<file path="src/rtl/bsg_id_pool_share.sv">
// rtl/bsg_id_pool_share.sv - round-robin ID pool sharing with per-requester reservations
module bsg_id_pool_share #(
    parameter int els_p        = 8,
    parameter int num_req_p    = 3,
    parameter int reserve_p    = 1,
    parameter int id_width_lp  = (els_p > 1) ? $clog2(els_p) : 1,
    parameter int req_width_lp = (num_req_p > 1) ? $clog2(num_req_p) : 1
) (
    input  logic                    clk_i,
    input  logic                    reset_i,
    input  logic [num_req_p-1:0]    req_v_i,
    output logic [num_req_p-1:0]    grant_o,
    output logic [id_width_lp-1:0]  grant_id_o,
    input  logic                    pool_v_i,
    input  logic [id_width_lp-1:0]  pool_id_i,
    output logic                    pool_yumi_o,
    input  logic                    dealloc_v_i,
    input  logic [id_width_lp-1:0]  dealloc_id_i,
    output logic                    pool_dealloc_v_o,
    output logic [id_width_lp-1:0]  pool_dealloc_id_o
);

    localparam int count_width_lp = $clog2(els_p + 1);

    logic [count_width_lp-1:0] count_r [num_req_p];
    logic [count_width_lp-1:0] free_r;
    logic [req_width_lp-1:0]   owner_r [els_p];
    logic [req_width_lp-1:0]   rr_r;
    logic [els_p-1:0]          live_r;
    logic [els_p-1:0]          live_next;

    int                        owed;
    logic                      surplus;
    logic [num_req_p-1:0]      elig;
    logic [req_width_lp-1:0]   grant_idx;
    logic                      grant_v;
    logic [req_width_lp-1:0]   dealloc_owner;

    // IDs still owed to requesters below their reservation; only the excess is open to anyone
    always_comb begin
        owed = 0;
        for (int r = 0; r < num_req_p; r++) begin
            if (int'(count_r[r]) < reserve_p) owed = owed + reserve_p - int'(count_r[r]);
        end
    end

    assign surplus = int'(free_r) > owed;

    always_comb begin
        elig = '0;
        for (int r = 0; r < num_req_p; r++) begin
            elig[r] = req_v_i[r] & pool_v_i & ~reset_i
                    & ((int'(count_r[r]) < reserve_p) | surplus);
        end
    end

    // Lowest eligible index at or above rr_r overrides the lowest eligible index overall
    always_comb begin
        grant_v   = |elig;
        grant_idx = '0;
        for (int r = num_req_p - 1; r >= 0; r--) begin
            if (elig[r]) grant_idx = req_width_lp'(r);
        end
        for (int r = num_req_p - 1; r >= 0; r--) begin
            if (elig[r] && r >= int'(rr_r)) grant_idx = req_width_lp'(r);
        end
    end

    always_comb begin
        grant_o = '0;
        for (int r = 0; r < num_req_p; r++) begin
            grant_o[r] = grant_v && (grant_idx == req_width_lp'(r));
        end
    end

    assign grant_id_o        = pool_id_i;
    assign pool_yumi_o       = grant_v;
    assign pool_dealloc_v_o  = dealloc_v_i;
    assign pool_dealloc_id_o = dealloc_id_i;
    assign dealloc_owner     = owner_r[dealloc_id_i];

    always_comb begin
        live_next = live_r;
        if (dealloc_v_i) live_next[dealloc_id_i] = 1'b0;
        if (grant_v)     live_next[pool_id_i]    = 1'b1;
    end

    always_ff @(posedge clk_i) begin
        if (reset_i) begin
            for (int r = 0; r < num_req_p; r++) count_r[r] <= '0;
            free_r <= count_width_lp'(els_p);
            rr_r   <= '0;
            live_r <= '0;
        end else begin
            for (int r = 0; r < num_req_p; r++) begin
                count_r[r] <= count_r[r]
                            + count_width_lp'(grant_v && (grant_idx == req_width_lp'(r)))
                            - count_width_lp'(dealloc_v_i && (dealloc_owner == req_width_lp'(r)));
            end
            free_r <= free_r + count_width_lp'(dealloc_v_i) - count_width_lp'(grant_v);
            if (grant_v) rr_r <= (grant_idx == req_width_lp'(num_req_p - 1)) ? '0 : grant_idx + 1'b1;
            live_r <= live_next;
        end
    end

    // Owner write happens after the dealloc lookup, so a same-cycle re-issue keeps the new owner
    always_ff @(posedge clk_i) begin
        if (grant_v) owner_r[pool_id_i] <= grant_idx;
    end

    dealloc_of_live_id: assert property (@(posedge clk_i) disable iff (reset_i)
        dealloc_v_i |-> live_r[dealloc_id_i]);

    free_in_range: assert property (@(posedge clk_i) disable iff (reset_i)
        !(dealloc_v_i && !grant_v && free_r == count_width_lp'(els_p))
        && !(grant_v && !dealloc_v_i && free_r == '0));

    for (genvar g = 0; g < num_req_p; g++) begin : g_count_chk
        count_in_range: assert property (@(posedge clk_i) disable iff (reset_i)
            !(dealloc_v_i && dealloc_owner == req_width_lp'(g)
              && !(grant_v && grant_idx == req_width_lp'(g)) && count_r[g] == '0)
            && !(grant_v && grant_idx == req_width_lp'(g)
              && !(dealloc_v_i && dealloc_owner == req_width_lp'(g))
              && count_r[g] == count_width_lp'(els_p)));
    end

endmodule

</file>
<file path="config.mk">
export PLATFORM = sky130hd
export DESIGN_NAME = bsg_id_pool_share
export DESIGN_NICKNAME = d
export VERILOG_FILES = /design/src/rtl/bsg_id_pool_share.sv
export SDC_FILE = /design/constraint.sdc
export NUM_CORES = 1
export LEC_CHECK = 0
export ABC_AREA = 0
export CAP_MARGIN = 20
export CORE_UTILIZATION = 39
export DETAILED_ROUTE_END_ITERATION = 10
export GPL_ROUTABILITY_DRIVEN = 0
export SYNTH_ARGS = -nofsm -noshare
export SYNTH_HDL_FRONTEND = slang
export SYNTH_SLANG_ARGS = --single-unit
</file>
<file path="constraint.sdc">
create_clock -name clk_i -period 12.3 [get_ports clk_i]
set_input_delay 3.075 -clock clk_i [delete_from_list [all_inputs] [get_ports clk_i]]
set_output_delay 3.075 -clock clk_i [all_outputs]
set_load 0.03 [all_outputs]
</file>
Word level (Yosys, flattened, before mapping):

Memories as Yosys holds them, arrays and structs flattened.
Cells that the tools add are included.

* $add $sub $neg: 14
* $mul: 0
* divide/modulo/power cells: 0
* $lt $le $gt $ge: 7
* eq/ne operators: 4
* shifts and indexed selects: 0
* multiplexer cells: 18
* bitwise logic cells: 16
* reductions and logical operators: 12

Operators by type and width (number)
* $mux W32: 3
* $add A32 B2 Y32 const B: 2
* $sub A32 B5 Y32: 2
* $gt A5 B32 Y1: 1
* $add A4 B1 Y4: 4
* $sub A4 B1 Y4: 4
* $mux W2: 7
* $lt A4 B1 Y1 const B: 3
* $mux W4: 3
* $and A1 B1 Y1: 9
* $logic_and A1 B1 Y1: 9
* $or A1 B1 Y1: 6
* $mux W1: 5
* $sub A1 B4 Y5 const A: 1
* $eq A2 B1 Y1 const B: 2
* $eq A2 B2 Y1 const B: 2
* $ge A1 B2 Y1 const A: 2
* $logic_not A2 Y1: 2
* $reduce_or A3 Y1: 1
* $add A2 B1 Y2 const B: 1
* $ge A2 B2 Y1 const A: 1
* $not A1 Y1: 1

* register bits after elaboration: 6
* latch bits: 0
* memory bits (writable): 28
* bits in read-only memories: 0
* output and inout port bits: 11
* logic and storage cells: 75
* memories kept: 2

Memory list
* owner_r: words 8, width 2, read ports 1, clocked after Yosys merged registers in 0, write ports 1, RTL line 27 `logic [req_width_lp-1:0] owner_r [els_p];`
* count_r: words 3, width 4, read ports 3, clocked after Yosys merged registers in 0, write ports 3, RTL line 25 `logic [count_width_lp-1:0] count_r [num_req_p];`

Depth between registers and ports, before layout:

Gate-level depths: netlist (run 1).

* depth after elaboration: 22
* depth in mapped cells: 33
* gate-level depth less buffers: 33

Least setup slack after synthesis (run 1):

OpenSTA, ideal clock, no wires.

* kind: register -> output
* start: memory count_r[0][1] (netlist bit)
* end: output port grant_o[0]
* data arrival time: 5.447 ns
* required time: 9.225 ns
* path slack: 3.778 ns
* stages on the path, launching flop included: 23
* path buffers: 0
* cells stage by stage: dfxtp_1 > inv_1 > ha_1 > ha_1 > nand2b_1 > inv_2 > and2_1 > ha_1 > ha_1 > a21o_1 > a21oi_1 > fa_1 > or3_4 > nand2_2 > ha_1 > inv_1 > a31oi_1 > a311oi_2 > mux2_4 > a2111oi_4 > a2111oi_4 > nor2_1 > nor4b_2

RTL lines
* start: declaration: RTL line 25
* end: declaration: RTL line 12 `output logic [num_req_p-1:0] grant_o,`

==> impl_results.md, run 1 <==
- Crit-path max FO: 8
- Post-CTS sizing: 0
- Pin count of the biggest net entering global routing: 19
- Post-Synth Simple-Gate Area: 14.66%
- Htree depth: 2
- Rows: 31
- CTS tree: built
- Clock sinks: 34
- Die W: 89.40 um
- Overflow after GRT: 0
- Critical Path AT: 6.52 ns
- Met2 WL: 2785 um
- TritonCTS Buffers: 5
- Via density: 5.064
- Flip-flop and latch count after synthesis: 34
- Hold violation count in the final report: 0
- Clk Latency, worst-skew pair: 0.28 ns
- Post-CTS Setup Inserts: 0
- Slowest-stage cell, CP: clkdlybuf4s50_1
- Core Region: 7331 um^2
- TritonRoute pass-1 iters: 4
- Fraction of the yosys area taken by sequential cells: 28.22%
- Hold Crit Class: flip-flop to flip-flop
- Distinct cells, synth: 61
- Routed length on met1: 2673 um
- Antenna Nets Post-Route: 0
- Synthesized-area fraction occupied by adder cells: 24.44%
- Final Util: 45.76%
- Area fraction in compound gates after synthesis: 16.84%
- Critical Path Start Type: flip-flop
- Die area: 7992 um^2
- Share of layout cells above drive strength 1: 9.538%
- Syn nets: 370
- Clock Skew: 0.001973 ns
- Vias in the first global route: 2115
- Period utilisation layout: 77.98%
- Final Max Slew Viols: 0
- Syn Inst Count: 303
- Initial antenna violation count: 0
- Top post-synthesis cells by area: ha_1, edfxtp_1, dfxtp_1
- Mux contribution to synthesized area: 5.292%
- Cell area after layout: 3354 um^2
- Filler cells: 708
- Root buffer cell: clkbuf_8
- Synth Area per Inst: 9.832 um^2
- Maxcap violations: 0
- Critical Path Max Stage Delay: 0.75 ns
- Ys flop type: dfxtp_1
- Initial Util: 40.64%
- Worst setup EP type: output pin
- Wirelength per Cell: 13.34 um
- Post-synth EDFFs: 16
- Max frequency: 0.1043 GHz
- Global-route wire length before repair: 9646 um
- Post-DP Area: 3273 um^2
- Cell taking the most area after synthesis: ha_1
- Die Y: 89.40 um
- Top sig layer: met4
- Residual DRC: 0
- Yosys warns: 0
- CTS Hold Bufs: 0
- CTS max path bufs: 2
- Routed wl met3: 143 um
- Top cell by count, worst path: ha_1
- Buf/Inv on CP: 4
- Hpwl dp: 4618 um
- Gr usage total: 15.84%
- Largest family of logic cells by synthesized area: adder cells
- Synthesis-to-finish area growth: 12.60%
- Netlist Area Pre-Place: 2979 um^2
- Ports: 24
- Worst slew pin tran: 0.7303 ns
- Clock slew at reported path FFs: 0.07 ns
- Rel. slew slack: 51.16%
- Detailed Route WL: 5655 um
- Area share of the largest cell type after synthesis: 19.74%
- Final min period: 9.591 ns
- Ys async rst share: 0%
- Port Buffers: 23
- RSZ-0062 raised after global routing: no
- ANT cells: 0
- Status: finished, final reports clean
- Nets@finish: 391
- WS Path Type: flip-flop to output pin
- Initial DRC Count: 58
- Setup TNS: 0 ns
- DR vias: 2147
- Final Setup Violations: 0
- Crit-path leading delay family: adder cells
- Data required time of the critical path: 9.22 ns
- Post-Synth XOR/XNOR Area: 3.234%
kinds of logic (layout without fill, tap and decap cells):
kind of cell,after synthesis,after routing
DFF,34,34
and+or+nand+nor,82,82
xor gates and xnor gates,11,11
muxes,10,10
buffers and inverters,51,73
AOI/OAI and AO/OA,61,61
adders and majority gates,54,54
final cells by class:
| class | count | area, um^2 | share of cell area, % |
|---|---|---|---|
| Clock buffer | 6 | 72.57 | 2.163 |
| Tap cell | 99 | 123.9 | 3.693 |
| Sequential cell | 34 | 840.8 | 25.07 |
| Inverter | 42 | 157.7 | 4.700 |
| Multi-Input combinational cell | 218 | 1921 | 57.25 |
| Timing Repair Buffer | 23 | 230.2 | 6.863 |
| Clock inverter | 2 | 8.758 | 0.2611 |
synthesized netlist by cell type (4+ instances only):
cell,count
fa_1,7
o21ai_0,9
and2_1,4
ha_1,47
edfxtp_1,16
buf_4,7
mux4_2,4
dfxtp_1,18
xor2_1,4
nor2_1,26
xnor2_1,7
nor2b_1,10
inv_1,39
nand2_1,16
a21o_1,4
a21oi_1,19
registers in the layout, indices dropped and copies added, names as in the netlist:
| name | count |
|---|---|
| free_r | 4 |
| rr_r | 2 |
| count_r | 12 |
| owner_r | 16 |
stage by stage:
stage                     setup slack (ns)  cells  hold WS (ns)
final                                2.709    424        0.4848
after global routing                 2.233    424        0.5096
after CTS                            2.623    424        0.4853
after detailed placement             2.917    416        0.4680
after global placement               2.975    416        0.4713
after floorplan                      3.778    303        0.4496
cell usage in the layout, fill, tap and decap left out, types with 3 or more instances in the layout:
cell type,synthesis,layout
a21o_1,4,4
xor2_1,4,4
clkdlybuf4s50_1,0,23
and2_1,4,4
clkbuf_8,0,5
nor4b_1,3,3
nor2_1,26,26
mux2i_1,3,3
mux4_2,4,4
ha_1,47,47
inv_1,39,39
nor2b_1,10,10
edfxtp_1,16,16
a21oi_1,19,19
and3_1,3,3
nand2b_1,3,3
fa_1,7,7
dfxtp_1,18,18
o21ai_0,9,9
inv_2,3,3
nand2_1,16,16
xnor2_1,7,7
worst paths after layout:
check        slack [ns]          to  depth (start not counted)          start
max                2.71  grant_o[0]                         26  count_r[0][1]
min reg2reg        0.48     rr_r[1]                          1        rr_r[1]
min                0.48     rr_r[1]                          1        rr_r[1]
max reg2reg        5.56   free_r[2]                         32  count_r[0][1]
worst register-to-register path, delay by kind of cell, from the launching register on:
family / cells / cell delay (ns)
compound gates: 8 / 2.08
fa+ha+maj: 11 / 2.98
xor+xnor: 3 / 0.44
flops: 1 / 0.34
buf+inv: 6 / 0.51
simple gates: 4 / 0.28
metal layers:
layer / GRT usage [%] / up-vias
met5: 0 / -
met4: 4.329 / 0
met3: 2.770 / 4
met2: 27.41 / 26
met1: 20.34 / 1012
li1: - / 1105
Power of run 1 is left out: the tool's default activity adds up to more than one toggle a clock period on the data nets, which glitch-free logic cannot reach.
==> run 2: changes to the inputs <==
Clock period 12.3 ns to 8.1 ns, I/O delays scaled along.
==> run 2 against run 1 <==
Against the previous run:
- wire length increased by 2.7%
- largest cell class unchanged
- clock skew is 0.0058 ns higher
- sequential share of layout area fell by 0.60 points
- sequential cell count is the same
- non-clock buffer count is 8 higher
==> impl_results.md, run 2 (synthesis gave the netlist of run 1 again) <==
- Status: finished, final reports clean (unchanged)
- Final min period: 7.845 ns
- Slowest-stage cell, CP: fa_1 (was clkdlybuf4s50_1)
- Final Util: 46.95% (was 45.76%)
- Via density: 5.090 (was 5.064)
- RSZ-0062 raised after global routing: no (unchanged)
- ANT cells: 0 (unchanged)
- Htree depth: 2 (unchanged)
- Setup TNS: 0 ns (unchanged)
- Hpwl dp: 4815 um (was 4618 um)
- Synthesis-to-finish area growth: 15.54% (was 12.60%)
- Clock slew at reported path FFs: 0.07 ns (about the same)
- CTS Hold Bufs: 0 (unchanged)
- Filler cells: 701 (was 708)
- Vias in the first global route: 2089 (was 2115)
- Hold Crit Depth: 1 (unchanged)
- Cell area after layout: 3442 um^2 (was 3354 um^2)
- Critical Path Max Stage Delay: 0.46 ns (was 0.75 ns)
- Crit-path leading delay family: adder cells (unchanged)
- Setup slack after layout: 0.2545 ns (was 2.709 ns)
- Worst path cell trace: inv_1 > ha_1 > ha_1 > nand2b_1 > inv_2 > and2_1 > ha_1 > ha_1 > a21o_1 > a21oi_2 > fa_1 > or3_4 > nand2_2 > ha_1 > inv_1 > a31oi_1 > a311oi_2 > mux2_4 > a2111oi_4 > buf_4 > a2111oi_4 > or3_1 > o2111a_2 > clkbuf_2
- DR vias: 2199 (was 2147)
- Wirelength per Cell: 13.44 um (was 13.34 um)
- Root buffer cell: clkbuf_8 (unchanged)
- Gr usage total: 16.11% (was 15.84%)
- FF-to-FF End: free_r[2] (unchanged)
- DP Worst Slack: 0.03822 ns (was 2.917 ns)
- Most frequent cells in the layout: ha_1, inv_1, nor2_1 (unchanged)
- Detailed Route WL: 5808 um (was 5655 um)
- Initial antenna violation count: 0 (unchanged)
- Global-route wire length before repair: 9666 um (was 9646 um)
- Rows: 31 (unchanged)
- Critical Path AT: 5.82 ns (was 6.52 ns)
- Biggest regs: owner_r: 16 flops, count_r: 12 flops, free_r: 4 flops (unchanged)
- Clk Latency, worst-skew pair: 0.28 ns (about the same)
- Worst setup EP type: output pin (unchanged)
- Clock Skew: 0.007770 ns (was 0.001973 ns)
- Buf/Inv on CP: 5 (was 4)
- TritonCTS Buffers: 5 (unchanged)
- Final Max Slew Viols: 0 (unchanged)
- Rel. slew slack: 59.01% (was 51.16%)
- Antenna Nets Post-Route: 0 (unchanged)
- Residual DRC: 0 (unchanged)
- Final Setup Violations: 0 (unchanged)
- Largest register FFs: 16 (unchanged)
- Port Buffers: 23 (unchanged)
- Worst slew pin tran: 0.6068 ns (was 0.7303 ns)
- Die W: 89.40 um (unchanged)
- Die area: 7992 um^2 (unchanged)
- Crit-path max FO: 5 (was 8)
- Worst reg2reg path startpoint: count_r[0][1] (unchanged)
- Hold EP: rr_r[1] (unchanged)
- Top cell by count, worst path: ha_1 (unchanged)
- Hold violation count in the final report: 0 (unchanged)
- Overflow after GRT: 0 (unchanged)
- Multi-input logic area: 1937 um^2 (was 1921 um^2)
- Hold_sp: rr_r[1] (unchanged)
- Share of layout cells above drive strength 1: 14.11% (was 9.538%)
- Most common cell after layout, fill and taps aside: ha_1 (unchanged)
- Setup slack on the worst flop-to-flop path: 1.65 ns (was 5.56 ns)
- Die Y: 89.40 um (unchanged)
- Critical Path Start Type: flip-flop (unchanged)
- WS Path Type: flip-flop to output pin (unchanged)
- Core Region: 7331 um^2 (unchanged)
- Biggest register: owner_r (unchanged)
- CTS max path bufs: 2 (unchanged)
- Initial Util: 40.64% (unchanged)
- Hold Crit Class: flip-flop to flip-flop (unchanged)
- Pin count of the biggest net entering global routing: 19 (unchanged)
- Max frequency: 0.1275 GHz
- Path depth of the worst reg2reg path: 31 (was 32)
- Maxcap violations: 0 (unchanged)
- Initial DRC Count: 48 (was 58)
- Clock sinks: 34 (unchanged)
- Nets@finish: 399 (was 391)
- CTS tree: built (unchanged)
- Register area: 842.1 um^2 (was 840.8 um^2)
- Data required time of the critical path: 6.08 ns (was 9.22 ns)
- Ports: 24 (unchanged)
- Post-DP Area: 3323 um^2 (was 3273 um^2)
- TritonRoute pass-1 iters: 4 (unchanged)
- Period utilisation layout: 96.86%
==> run 2: how the worst max path moves through the flow <==
stage                      end     startpoint  depth (start not counted)
CTS                 grant_o[1]  count_r[0][1]                         23
floorplan           grant_o[0]  count_r[0][1]                         22
global placement    grant_o[1]  count_r[0][1]                         23
global route        grant_o[2]  count_r[0][1]                         27
finish              grant_o[1]  count_r[0][1]                         24
detailed placement  grant_o[1]  count_r[0][1]                         23
==> run 2: worst reg2reg max path, delay by kind of cell, from the launching register on <==
family	cells	cell delay, ns
adders and majority gates	9	2.58
AOI/OAI and AO/OA	8	1.59
and+or+nand+nor	5	0.89
buffers and inverters	7	0.58
DFF	1	0.35
muxes	1	0.22
xor gates and xnor gates	1	0.14
==> run 2: stage by stage <==
| stage | cells | hold slack [ns] |
|---|---|---|
| CTS | 431 | 0.4941 |
| global placement | 423 | 0.4588 |
| detailed placement | 423 | 0.4777 |
| global route | 432 | 0.5157 |
| floorplan | 303 | 0.4496 |
| finish | 432 | 0.4926 |
==> run 2: metal layers <==
layer / up-vias / global-route usage, % / share of wire (%)
li1: 1127 / - / -
met1: 1041 / 20.30 / 47
met2: 24 / 27.83 / 49
met3: 7 / 2.955 / 2.1
met4: 0 / 5.339 / 1.8
met5: - / 0 / 0
==> run 2: layout make-up <==
cell class	count	share of cell area, %
Multi-Input combinational cell	218	56.27
Sequential cell	34	24.46
Timing Repair Buffer	31	7.924
Inverter	42	4.580
Tap cell	99	3.599
Clock buffer	5	1.999
Clock inverter	3	1.163
==> run 2: what timing repair did <==
| action | in CTS | in global routing |
|---|---|---|
| cloned | 0 | 0 |
| buffers inserted | 0 | 1 |
| gates resized for setup | 3 | 12 |
| endpoints found under the setup margin | 3 | 4 |
| pin swaps | 1 | 2 |
Power of run 2 is left out for the same reason.
==> run 3: changes to the inputs <==
Settings changed: HOLD_SLACK_MARGIN from default to 0.08, RECOVER_POWER from default to 25.
==> run 3 against run 2 <==
Against the previous run:
- final cell count did not move
- sequential cell count did not move
- worst setup slack hardly changed
- fmax barely moved
- die area is the same
- first-iteration DRC count is 15% higher
- core utilization down 0.085 points
- critical path depth did not move
- sequential share of layout area about the same
==> impl_results.md, run 3 (synthesis gave the netlist of run 1 again) <==
- Data required time of the critical path: 6.08 ns (about the same)
- ANT cells: 0 (unchanged)
- Ports: 24 (unchanged)
- Gr usage total: 16.11% (unchanged)
- Die area: 7992 um^2 (unchanged)
- Clock Skew: 0.007729 ns (was 0.007770 ns)
- Min Hold Slack: 0.4928 ns (was 0.4926 ns)
- FF-to-FF End: free_r[2] (unchanged)
- Path depth of the worst reg2reg path: 31 (unchanged)
- Hpwl dp: 4815 um (unchanged)
- Vias in the first global route: 2089 (unchanged)
- Max frequency: 0.1275 GHz (about the same)
- Worst reg2reg path startpoint: count_r[0][1] (unchanged)
- Residual DRC: 0 (unchanged)
- CTS tree: built (unchanged)
- Largest register FFs: 16 (unchanged)
- Via density: 5.093 (was 5.090)
- Setup TNS: 0 ns (unchanged)
- Root buffer cell: clkbuf_8 (unchanged)
- Rows: 31 (unchanged)
- Hold Crit Class: flip-flop to flip-flop (unchanged)
- Crit-path max FO: 5 (unchanged)
- Biggest register: owner_r (unchanged)
- TritonCTS Buffers: 5 (unchanged)
- Final Max Slew Viols: 0 (unchanged)
- Detailed Route WL: 5819 um (was 5808 um)
- DR vias: 2200 (was 2199)
- Rel. slew slack: 59.10% (was 59.01%)
- Post-DP Area: 3323 um^2 (unchanged)
- Overflow after GRT: 0 (unchanged)
- Die Y: 89.40 um (unchanged)
- Biggest regs: owner_r: 16 flops, count_r: 12 flops, free_r: 4 flops (unchanged)
- DP Worst Slack: 0.03822 ns (unchanged)
- Hold_sp: rr_r[1] (unchanged)
- Maxcap violations: 0 (unchanged)
- Hold Crit Depth: 1 (unchanged)
- Final min period: 7.845 ns (about the same)
- Critical Path Start Type: flip-flop (unchanged)
- Hold EP: rr_r[1] (unchanged)
- TritonRoute pass-1 iters: 4 (unchanged)
- Initial antenna violation count: 0 (unchanged)
- Setup slack after layout: 0.2550 ns (was 0.2545 ns)
- Setup slack on the worst flop-to-flop path: 1.60 ns (was 1.65 ns)
- Nets@finish: 399 (unchanged)
- Core Region: 7331 um^2 (unchanged)
- Clk Latency, worst-skew pair: 0.28 ns (about the same)
- Wirelength per Cell: 13.47 um (was 13.44 um)
- Die W: 89.40 um (unchanged)
- Critical Path AT: 5.82 ns (about the same)
- Antenna Nets Post-Route: 0 (unchanged)
- Initial Util: 40.64% (unchanged)
- Share of layout cells above drive strength 1: 13.81% (was 14.11%)
- Htree depth: 2 (unchanged)
- Period utilisation layout: 96.85% (was 96.86%)
- Cell area after layout: 3436 um^2 (was 3442 um^2)
- WS Path Type: flip-flop to output pin (unchanged)
- Worst slew pin tran: 0.6056 ns (was 0.6068 ns)
- Most frequent cells in the layout: ha_1, inv_1, nor2_1 (unchanged)
- Synthesis-to-finish area growth: 15.33% (was 15.54%)
- Worst setup EP type: output pin (unchanged)
- Initial DRC Count: 55 (was 48)
- CTS max path bufs: 2 (unchanged)
- Port Buffers: 23 (unchanged)
- Hold violation count in the final report: 0 (unchanged)
- Clock slew at reported path FFs: 0.07 ns (about the same)
- Final Setup Violations: 0 (unchanged)
- Status: finished, final reports clean (unchanged)
- Clock sinks: 34 (unchanged)
- Global-route wire length before repair: 9666 um (unchanged)
- Pin count of the biggest net entering global routing: 19 (unchanged)
- RSZ-0062 raised after global routing: no (unchanged)
- Most common cell after layout, fill and taps aside: ha_1 (unchanged)
-- run 3: through the flow --
step / util [%] / cells
after floorplan: - / 303
after global placement: 45.33 / 423
after detailed placement: 45.33 / 423
after CTS: 46.77 / 431
after global routing: 46.87 / 432
final: 46.87 / 432
-- run 3: cell type report --
| type | count | area, um^2 |
|---|---|---|
| fill | 701 | 3895 |
| multi-input combinational | 218 | 1931 |
| sequential | 34 | 842.1 |
| timing repair buffer | 31 | 272.8 |
| inverter | 42 | 157.7 |
| tap | 99 | 123.9 |
| clock buffer | 5 | 68.82 |
| clock inverter | 3 | 40.04 |
-- run 3: layer usage --
| layer | routed length (um) | part of all wire (%) | GRT usage [%] | up-vias |
|---|---|---|---|---|
| met5 | 0 | 0 | 0 | - |
| met4 | 104 | 1.8 | 5.339 | 0 |
| met3 | 188 | 3.2 | 2.955 | 7 |
| met2 | 2815 | 48 | 27.83 | 34 |
| met1 | 2709 | 47 | 20.30 | 1033 |
| li1 | - | - | - | 1126 |
-- run 3: timing repair --
| action | 4_1_cts | 5_1_grt |
|---|---|---|
| setup endpoints to repair | 3 | 4 |
| endpoints found under the hold margin | 0 | 0 |
| resized for setup | 3 | 12 |
| hold buffers | 0 | 0 |
| buffers inserted | 0 | 1 |
| pin swaps | 1 | 2 |
-- run 3: how the worst max path moves through the flow --
stage / from / to / slack, ns
after floorplan: count_r[0][1] / grant_o[0] / 0.63
after global placement: count_r[0][1] / grant_o[1] / 0.10
after detailed placement: count_r[0][1] / grant_o[1] / 0.04
after CTS: count_r[0][1] / grant_o[1] / 0.01
after global routing: count_r[0][1] / grant_o[1] / 0.009
final: count_r[0][1] / grant_o[1] / 0.26
-- run 3: critical path: stages (launching register included) --
cell and delay (ns):
dfxtp_2 0.35, inv_1 0.09, ha_1 0.21, ha_1 0.17, nand2b_1 0.09, inv_2 0.06, and2_1 0.17, ha_1 0.32
ha_1 0.32, a21o_1 0.22, a21oi_2 0.18, fa_1 0.46, or3_4 0.44, nand2_2 0.14, ha_1 0.27, inv_1 0.09
a31oi_1 0.05, a311oi_2 0.30, mux2_4 0.35, a2111oi_4 0.26, buf_4 0.19, a2111oi_4 0.08, or3_1 0.36, o2111a_2 0.18
clkbuf_2 0.18
Power of run 3 is left out for the same reason.
